--- config.mk ---
export PLATFORM = sky130hd
export DESIGN_NAME = alu_scheduler
export DESIGN_NICKNAME = d
export VERILOG_FILES = /design/src/rtl/alu_sched_pkg.sv /design/src/rtl/alu_scheduler_rr_arbiter_2.sv /design/src/rtl/alu_scheduler.sv
export SDC_FILE = /design/constraint.sdc
export NUM_CORES = 1
export LEC_CHECK = 0
export BUFFER_PORTS_ARGS = -buffer_cell sky130_fd_sc_hd__buf_2
export CORE_ASPECT_RATIO = 1.2
export CORE_UTILIZATION = 50
export CTS_CLUSTER_DIAMETER = 40
export DETAILED_ROUTE_END_ITERATION = 16
export PLACE_DENSITY = 0.76
export REMOVE_ABC_BUFFERS = 1
export SETUP_SLACK_MARGIN = 0.02
export SLEW_MARGIN = 20
export SYNTH_ARGS = -nofsm -noshare
export SYNTH_HDL_FRONTEND = slang
export SYNTH_SLANG_ARGS = --single-unit
--- constraint.sdc ---
create_clock -name clk -period 2.8 [get_ports clk]
set_clock_uncertainty 0.1 [all_clocks]
set_input_delay 0.14 -clock clk [delete_from_list [all_inputs] [get_ports clk]]
set_output_delay 0.14 -clock clk [all_outputs]
set_load 0.03 [all_outputs]
--- src/rtl/alu_sched_pkg.sv ---
// Shared types and helpers for the ALU scheduler: FSM states, op codes and
// the operand-byte sequencing used during the ALU load phase.
package alu_sched_pkg;

    typedef enum logic [2:0] {
        IDLE  = 3'd0,
        START = 3'd1,
        LOAD  = 3'd2,
        WAIT  = 3'd3,
        DONE  = 3'd4
    } state_t;

    localparam logic [1:0] OP_ADD = 2'd0;
    localparam logic [1:0] OP_SUB = 2'd1;
    localparam logic [1:0] OP_MUL = 2'd2;
    localparam logic [1:0] OP_DIV = 2'd3;

    function automatic logic [1:0] load_bytes(input logic [1:0] op);
        if (op == OP_DIV) begin
            return 2'd3;
        end else begin
            return 2'd2;
        end
    endfunction

    // Divide sends a 16-bit dividend high byte first; everything else is x[7:0], y.
    function automatic logic [7:0] load_byte(input logic [1:0]  op,
                                             input logic [15:0] x,
                                             input logic [7:0]  y,
                                             input logic [1:0]  idx);
        logic [7:0] b;
        b = 8'h00;
        if (op == OP_DIV) begin
            case (idx)
                2'd0:    b = x[15:8];
                2'd1:    b = x[7:0];
                2'd2:    b = y;
                default: b = 8'h00;
            endcase
        end else begin
            case (idx)
                2'd0:    b = x[7:0];
                2'd1:    b = y;
                default: b = 8'h00;
            endcase
        end
        return b;
    endfunction

endpackage

--- src/rtl/alu_scheduler_rr_arbiter_2.sv ---
// Two-way round-robin arbiter: one-hot grant, pointer moves past the
// granted requester whenever the advance strobe reports a handshake.
module rr_arbiter_2 (
    input  logic       clk,
    input  logic       reset,
    input  logic [1:0] req,
    input  logic       advance,
    output logic [1:0] grant
);

    logic ptr_r;

    // Grant selection: contention resolved by the pointer, lone requester wins.
    always_comb begin
        grant = 2'b00;
        if (req == 2'b11) begin
            grant = ptr_r ? 2'b10 : 2'b01;
        end else begin
            grant = req;
        end
    end

    // Pointer register: favour the requester that was not just served.
    always_ff @(posedge clk or posedge reset) begin
        if (reset) begin
            ptr_r <= 1'b0;
        end else if (advance) begin
            ptr_r <= grant[0];
        end else begin
            ptr_r <= ptr_r;
        end
    end

endmodule

--- src/rtl/alu_scheduler.sv ---
// Two-port arbitrated sequencer driving the ALU load/collect protocol.
// Optional WAIT timeout with ALU abort pulse: define ALU_SCHED_TIMEOUT_EN.
module alu_scheduler
    import alu_sched_pkg::*;
#(
    parameter int TIMEOUT_CYCLES = 255
) (
    input  logic        clk,
    input  logic        reset,
    input  logic        r0_valid,
    output logic        r0_ready,
    input  logic [1:0]  r0_op,
    input  logic [15:0] r0_x,
    input  logic [7:0]  r0_y,
    input  logic        r1_valid,
    output logic        r1_ready,
    input  logic [1:0]  r1_op,
    input  logic [15:0] r1_x,
    input  logic [7:0]  r1_y,
    output logic        rsp_valid,
    output logic        rsp_id,
    output logic [15:0] rsp_result,
    output logic        rsp_error,
    output logic        alu_begin,
    output logic [1:0]  alu_op_code,
    output logic [7:0]  alu_inbus,
    input  logic [7:0]  alu_outbus,
    input  logic        alu_end,
    output logic        alu_reset
);

    state_t      state_r, state_nx;
    logic [1:0]  op_r, op_nx;
    logic [15:0] x_r, x_nx;
    logic [7:0]  y_r, y_nx;
    logic        id_r, id_nx;
    logic [1:0]  cnt_r, cnt_nx;
    logic [15:0] hist_r, hist_nx;
    logic        rsp_valid_nx, rsp_id_nx, rsp_error_nx;
    logic [15:0] rsp_result_nx;
    logic        begin_nx;
    logic [1:0]  op_code_nx;
    logic [7:0]  inbus_nx;
    logic [1:0]  gnt_s;
    logic        hs_s;

    rr_arbiter_2 u_arb (
        .clk     (clk),
        .reset   (reset),
        .req     ({r1_valid, r0_valid}),
        .advance (hs_s),
        .grant   (gnt_s)
    );

    assign r0_ready = r0_valid && (state_r == IDLE) && gnt_s[0];
    assign r1_ready = r1_valid && (state_r == IDLE) && gnt_s[1];
    assign hs_s     = r0_ready || r1_ready;

`ifdef ALU_SCHED_TIMEOUT_EN
    localparam int TW = $clog2(TIMEOUT_CYCLES + 1);
    logic [TW-1:0] tcnt_r, tcnt_nx;
    logic          abort_nx, abort_r;
    assign alu_reset = abort_r;
`else
    logic unused_timeout_s;
    assign unused_timeout_s = (TIMEOUT_CYCLES > 0);
    assign alu_reset        = 1'b0;
`endif

    // Next-state, operand latch, result formation and next output values.
    always_comb begin
        state_nx      = state_r;
        op_nx         = op_r;
        x_nx          = x_r;
        y_nx          = y_r;
        id_nx         = id_r;
        cnt_nx        = cnt_r;
        hist_nx       = hist_r;
        rsp_valid_nx  = 1'b0;
        rsp_id_nx     = 1'b0;
        rsp_error_nx  = 1'b0;
        rsp_result_nx = 16'h0000;
`ifdef ALU_SCHED_TIMEOUT_EN
        tcnt_nx       = tcnt_r;
        abort_nx      = 1'b0;
`endif
        case (state_r)
            IDLE: begin
                if (hs_s) begin
                    id_nx = gnt_s[1];
                    op_nx = gnt_s[1] ? r1_op : r0_op;
                    x_nx  = gnt_s[1] ? r1_x  : r0_x;
                    y_nx  = gnt_s[1] ? r1_y  : r0_y;
                    if ((op_nx == OP_DIV) && (y_nx == 8'h00)) begin
                        state_nx      = DONE;
                        rsp_valid_nx  = 1'b1;
                        rsp_id_nx     = id_nx;
                        rsp_error_nx  = 1'b1;
                        rsp_result_nx = 16'hFFFF;
                    end else begin
                        state_nx = START;
                    end
                end else begin
                    state_nx = IDLE;
                end
            end
            START: begin
                state_nx = LOAD;
                cnt_nx   = 2'd0;
`ifdef ALU_SCHED_TIMEOUT_EN
                tcnt_nx  = '0;
`endif
            end
            LOAD: begin
                if (cnt_r == (load_bytes(op_r) - 2'd1)) begin
                    state_nx = WAIT;
                end else begin
                    cnt_nx = cnt_r + 2'd1;
                end
            end
            WAIT: begin
                hist_nx = {hist_r[7:0], alu_outbus};
                if (alu_end) begin
                    state_nx      = DONE;
                    rsp_valid_nx  = 1'b1;
                    rsp_id_nx     = id_r;
                    rsp_result_nx = ((op_r == OP_ADD) || (op_r == OP_SUB)) ?
                                    {8'h00, alu_outbus} : {hist_r[7:0], alu_outbus};
                end else begin
`ifdef ALU_SCHED_TIMEOUT_EN
                    if (tcnt_r == TW'(TIMEOUT_CYCLES - 1)) begin
                        state_nx     = DONE;
                        rsp_valid_nx = 1'b1;
                        rsp_id_nx    = id_r;
                        rsp_error_nx = 1'b1;
                        abort_nx     = 1'b1;
                    end else begin
                        tcnt_nx = tcnt_r + TW'(1);
                    end
`else
                    state_nx = WAIT;
`endif
                end
            end
            DONE: begin
                state_nx = IDLE;
            end
            default: begin
                state_nx = IDLE;
            end
        endcase

        begin_nx   = (state_nx == START);
        op_code_nx = ((state_nx == START) || (state_nx == LOAD) || (state_nx == WAIT)) ?
                     op_nx : 2'd0;
        inbus_nx   = (state_nx == LOAD) ? load_byte(op_nx, x_nx, y_nx, cnt_nx) : 8'h00;
    end

    // State, operand and registered-output flops.
    always_ff @(posedge clk or posedge reset) begin
        if (reset) begin
            state_r     <= IDLE;
            op_r        <= 2'd0;
            x_r         <= 16'h0000;
            y_r         <= 8'h00;
            id_r        <= 1'b0;
            cnt_r       <= 2'd0;
            hist_r      <= 16'h0000;
            rsp_valid   <= 1'b0;
            rsp_id      <= 1'b0;
            rsp_error   <= 1'b0;
            rsp_result  <= 16'h0000;
            alu_begin   <= 1'b0;
            alu_op_code <= 2'd0;
            alu_inbus   <= 8'h00;
`ifdef ALU_SCHED_TIMEOUT_EN
            tcnt_r      <= '0;
            abort_r     <= 1'b0;
`endif
        end else begin
            state_r     <= state_nx;
            op_r        <= op_nx;
            x_r         <= x_nx;
            y_r         <= y_nx;
            id_r        <= id_nx;
            cnt_r       <= cnt_nx;
            hist_r      <= hist_nx;
            rsp_valid   <= rsp_valid_nx;
            rsp_id      <= rsp_id_nx;
            rsp_error   <= rsp_error_nx;
            rsp_result  <= rsp_result_nx;
            alu_begin   <= begin_nx;
            alu_op_code <= op_code_nx;
            alu_inbus   <= inbus_nx;
`ifdef ALU_SCHED_TIMEOUT_EN
            tcnt_r      <= tcnt_nx;
            abort_r     <= abort_nx;
`endif
        end
    end

endmodule

### Word-level counts from Yosys, hierarchy flattened

Index checks and enable logic that the tools add are counted.
Widths: inputs -> output; s select.

* register bits: 71
* input port bits: 65
* output and inout port bits: 33
* logic and storage cells: 84

* $add $sub $neg: 2
* equality and inequality tests: 14
* multiplexer cells: 39
* reduce and logical (&&, ||, !) cells: 14

Operators by type and width (count)
* $mux 16: 7
* $mux 8: 5
* $pmux 16 s2: 1
* $pmux 8 s3: 1
* $mux 2: 8
* $pmux 8 s2: 1
* $eq 3x2->1 const B: 4
* $mux 3: 4
* $pmux 3 s4: 1
* $eq 2x2->1 const B: 5
* $logic_not 8->1: 1
* $mux 1: 8
* $eq 3x1->1 const B: 2
* $logic_and 1x1->1: 5
* $eq 2x1->1 const B: 2
* $logic_not 2->1: 2
* $logic_or 1x1->1: 4
* $pmux 1 s2: 2
* $pmux 2 s2: 1
* $logic_not 3->1: 1
* $add 2x1->2 const B: 1
* $eq 2x2->1: 1
* $reduce_and 2->1: 1
* $sub 2x1->2 const B: 1

### Longest topological paths before layout

* depth after elaboration: 12
* gate-level depth with buffers: 8
* gate-level depth less buffers: 6

### By module

A second synthesis with hierarchy kept.

* cell total of the unflattened synthesis: 348
* area, all modules: 3563.4 sq um

Modules (own cells, without submodules)
* alu_scheduler: instances 1, cells each 342, area an instance 3497.1 sq um, seq. area each 1751.7 sq um
* rr_arbiter_2: instances 1, cells each 6, area an instance 66.3 sq um, seq. area each 25.0 sq um

### Least setup slack after synthesis

OpenSTA, ideal clock, no wires.

* path kind: register to register
* from: register state_r[2]
* to: register alu_inbus[0]
* setup time: 148 ps
* arrival: 1678 ps
* path slack: 874 ps
* stages on the path, launching flop included: 9
* path through: dfrtp_1 > buf_6 > nor3_4 > and2_4 > buf_8 > buf_12 > a31oi_4 > a222oi_1 > o22ai_1

* word-level cells in the longest chain between the ends: 9
* elaborated cells on any way between the ends: 28

Ends and longest elaborated chain
* start: declaration: RTL line alu_scheduler.sv:32 `state_t state_r, state_nx;`
* start signal: assignment: RTL line alu_scheduler.sv:181 `state_r <= state_nx;`
* $logic_not 3->1 (*): RTL line alu_scheduler.sv:55, alu_scheduler.sv:56, alu_scheduler.sv:87
* $logic_and 1x1->1 (on tied branches) (2 in series): RTL line alu_scheduler.sv:55, alu_scheduler.sv:56
* $logic_or 1x1->1: RTL line alu_scheduler.sv:57 `assign hs_s = r0_ready || r1_ready;`
* $mux 16: RTL line alu_scheduler.sv:89 `if (hs_s) begin`
* $mux 16 (*): RTL line alu_scheduler.sv:87 `case (state_r)`
* via x_nx[0]: RTL line alu_scheduler.sv:34 `logic [15:0] x_r, x_nx;`
* $pmux 8 s3 / $pmux 8 s2 (equally long branches): RTL line alu_sched_pkg.sv:34, alu_sched_pkg.sv:41
* $mux 8 (*): RTL line alu_sched_pkg.sv:33 `if (op == OP_DIV) begin`
* $mux 8 (*): RTL line alu_scheduler.sv:156 `inbus_nx = (state_nx == LOAD) ? load_byte(op_nx, x_nx, y_nx, cnt_nx) : 8'h00;`
* via inbus_nx[0]: RTL line alu_scheduler.sv:43 `logic [7:0] inbus_nx;`
* end signal: assignment: RTL line alu_scheduler.sv:194 `alu_inbus <= inbus_nx;`
* end: declaration: RTL line alu_scheduler.sv:26 `output logic [7:0] alu_inbus,`

Mark *: on every way through the listed nets, which the timed path passes. The rest lies on a longest branch.
A chain may end at the register's enable or synchronous reset.

### Worst setup path in the final report

* from: register u_arb.ptr_r
* to: register rsp_result[10]

* word-level cells in the longest chain between the ends: 8
* elaborated cells on any way between the ends: 13

Ends and longest elaborated chain
* start: declaration: RTL line alu_scheduler_rr_arbiter_2.sv:11 `logic ptr_r;`
* start signal: assignment: RTL line alu_scheduler_rr_arbiter_2.sv:28 `ptr_r <= grant[0];`
* start signal: assignment: RTL line alu_scheduler_rr_arbiter_2.sv:30 `ptr_r <= ptr_r;`
* $mux 2 (*): RTL line alu_scheduler_rr_arbiter_2.sv:17 `grant = ptr_r ? 2'b10 : 2'b01;`
* $mux 2 (*): RTL line alu_scheduler_rr_arbiter_2.sv:16 `if (req == 2'b11) begin`
* $mux 8 / $mux 2 (equally long branches): RTL line alu_scheduler.sv:93, alu_scheduler.sv:91
* $logic_not 8->1 / $eq 2x2->1 (equally long branches): RTL line alu_scheduler.sv:94 `if ((op_nx == OP_DIV) && (y_nx == 8'h00)) begin`
* $logic_and 1x1->1: RTL line alu_scheduler.sv:94
* $mux 16: RTL line alu_scheduler.sv:94
* $mux 16 (*): RTL line alu_scheduler.sv:89
* $pmux 16 s2 (*): RTL line alu_scheduler.sv:87
* via rsp_result_nx[10]: RTL line alu_scheduler.sv:40 `logic [15:0] rsp_result_nx;`
* end signal: assignment: RTL line alu_scheduler.sv:191 `rsp_result <= rsp_result_nx;`
* end: declaration: RTL line alu_scheduler.sv:22 `output logic [15:0] rsp_result,`

Marks and branches as above.

==> impl_metrics.toml <==
[cells_and_area]
multi_input_area_um2 = 1444
layout_commonest_cell = "buf_2"
finalNonFillerCells = 491
regArea_um2 = 1777
drive_above_1_share = 0.3670
antenna_cells = 0
final_cell_mix = "buf_2 (96), dfrtp_1 (71), nand2_1 (25)"
fin_nets = 466
syn_to_final_growth_pct = 23.25
num-fill-cells = 514

[synth]
synth_cells = 303
synthDistinctLibCells = 55
synth_enable_flop_cells = 0
synth_warnings = 0
async_flop_share = 1.000
ys_seq_area_frac = 0.5190
synth_seq_cells = 71
avgSynthCellArea_um2 = 11.30
yosysTopAreaCellShare = 0.5190
syn_area_um2 = 3423
yosys_most_used_dff = "dfrtp_1"
yosys-top-cells-area = "dfrtp_1 (52%), a2bb2oi_2 (4.4%), o32ai_1 (4.1%), nand2_1 (2.7%), o21ai_0 (2.6%)"
synth_top_cell_by_area = "dfrtp_1"

[placement]
dp_hpwl_mm = 5.853
post-place-ws_ps = 719.8
place_congestion = 0.8461
dp_cells = 465
portBuffers = 96

[clocking]
root_buffer = "clkbuf_8"
clock_path_buffers = 2
numCtsBuffers = 9
cts-resized-gates = 0
clock_latency_ps = 350
cts_tree = "built"
post_cts_buffers = 0
cts_hold_repair.buffers = 10
cts.sinks = 71
path_clk_slew_ps = 70
htreeDepth = 3

[worst_setup_path]
cp.arrival_ps = 2310
crit_path_end = "rsp_result[10]"
rr_worst_depth = 6
critPathRequiredTime_ps = 2990
critPathLaunch = "u_arb.ptr_r"
worst_r2r_startpoint = "u_arb.ptr_r"
worstReg2RegEnd = "rsp_result[10]"
endpoint_kind = "flop"
start_kind = "flop"
reg2reg_slack_ps = 680
path_class = "reg2reg"
cp_max_fo = 11

[power]
pwr_density_cell_nw_per_um2 = 1111
pwr-share-seq = 0.348
pwr-share-comb = 0.474
pwr-share-clk = 0.178
switching_power_mw = 1.908
power.leakage_nw = 2.054
vdd_drop_max_v = 0.0006332
switching_share = 0.4071
finalPower_mw = 4.688
p_int_mw = 2.780

[global_routing]
use_met2 = 0.4255
grt_pass1_vias = 2868
track_usage = 0.2568
grt_max_degree = 37
top_usage_layer = "met2"
antenna_found_initial = 0
grt_pass1_wl_mm = 13.94
overflow = 0
use_met3 = 0.05123
use_met1 = 0.3260

[sta]
tightest_slew_ps = 780.5
finalSetupTns_ps = 0
max_freq_mhz = 470.9
slew_headroom = 0.4789
setup_violations = 0
min_period_ps = 2124
fin_ws_ps = 676.4
fin_crit_sh = 0.7584
rsz0062_at_grt = "false"
final_hold_viol_count = 0
finalMaxSlewViolations = 0

[route]
ant_nets = 0
dr.pass1.iters = 5
drc_errors = 0
drt_wl_total_mm = 8.438
avgViaCountPerCell = 5.835
via_count = 2865
drt_iter0_markers = 162
wire_per_inst_um = 17.19

[job]
maxCapViolations = 0

[floorplan]
die-area_um2 = 7183
io_pins = 98
dieWidth_um = 77.54
core_area_um2 = 6526
die_h_um = 92.64
row_count = 32
start_util = 0.5245

[min_path]
min_from = "r1_x[6]"
hp-class = "in2reg"

[run_status]
status = "finished, final reports clean"
[per-stage QoR]
| stage | area (um^2) | utilization | hold WS [ps] |
|---|---|---|---|
| after floorplan | 3253 | - | 153.7 |
| after global placement | 3913 | 0.5995 | 214.6 |
| after detailed placement | 3913 | 0.5995 | 222.9 |
| after CTS | 4219 | 0.6465 | 0.9879 |
| after global routing | 4219 | 0.6465 | 15.95 |
| final | 4219 | 0.6465 | 14.20 |
[area by class of cell]
| type | instances | share of cell area |
|---|---|---|
| flip-flops and latches | 71 | 0.4211 |
| multi-input cells | 197 | 0.3422 |
| repair buffers | 114 | 0.1548 |
| clock buffers | 10 | 0.03262 |
| well taps | 85 | 0.02521 |
| clock inverters | 6 | 0.01631 |
| inverters | 8 | 0.007711 |
[state kept, by name, indices dropped and copies added (netlist names)]
register     flops
rsp_result      16
x_r             16
alu_inbus        8
hist_r           8
y_r              8
state_r          3
alu_op_code      2
cnt_r            2
op_r             2
alu_begin        1
id_r             1
rsp_error        1
rsp_id           1
rsp_valid        1
u_arb.ptr_r      1
[how the worst min path moves through the flow]
stage	cells past startpoint	slack [ps]	end
after floorplan	2	150	rsp_result[0]
after global placement	2	210	x_r[8]
after detailed placement	2	220	x_r[8]
after CTS	3	1	x_r[6]
after global routing	3	20	x_r[2]
final	3	10	x_r[6]
[worst max-delay path, cell delays in order, from the launching register on]
cell	delay, ps
dfrtp_1	390
nand2b_1	350
nand2_1	250
o21ai_1	290
nand2_1	310
inv_2	260
a21o_1	120
[metal layers]
layer | vias to the layer above | part of all wire
met3 | 17 | 0.064
met2 | 128 | 0.49
met4 | 0 | 0.023
met1 | 1369 | 0.43
li1 | 1351 | -
met5 | - | 0
[power by group through the flow]
stage	clock network [mW]	logic, mW	registers (mW)
after floorplan	0	1.46	1.75
after detailed placement	0	2.20	1.64
after global routing	0.896	2.42	1.67
after CTS	0.851	2.22	1.63
after global placement	0	2.13	1.64
final	0.835	2.22	1.63
[cells in the mapped netlist (all sizes together) (2+ instances only)]
library cell   n
nor2b          5
a31oi          9
mux2           8
a222oi         8
buf           17
a21o           9
o21ai         21
nor4           2
o22ai          8
mux2i          2
nand2b         2
nor3           4
nand2         25
a21oi         12
dfrtp         71
a211oi         2
a22oi          8
o211ai         3
nor2           7
clkbuf        10
inv            8
and2           5
a2bb2oi       16
o32ai         16
nand3          9
[cell families after synthesis]
family / Yosys count / share of synthesized area
AO/OA/AOI/OAI: 120 / 0.2877
flip-flops: 71 / 0.5190
AND/OR/NAND/NOR: 65 / 0.09796
buffers and inverters: 35 / 0.05921
multiplexers: 10 / 0.03217
adder cells (fa/ha/maj): 1 / 0.002924
other: 1 / 0.001095
No activity file was read; power rests on OpenSTA's default activity.
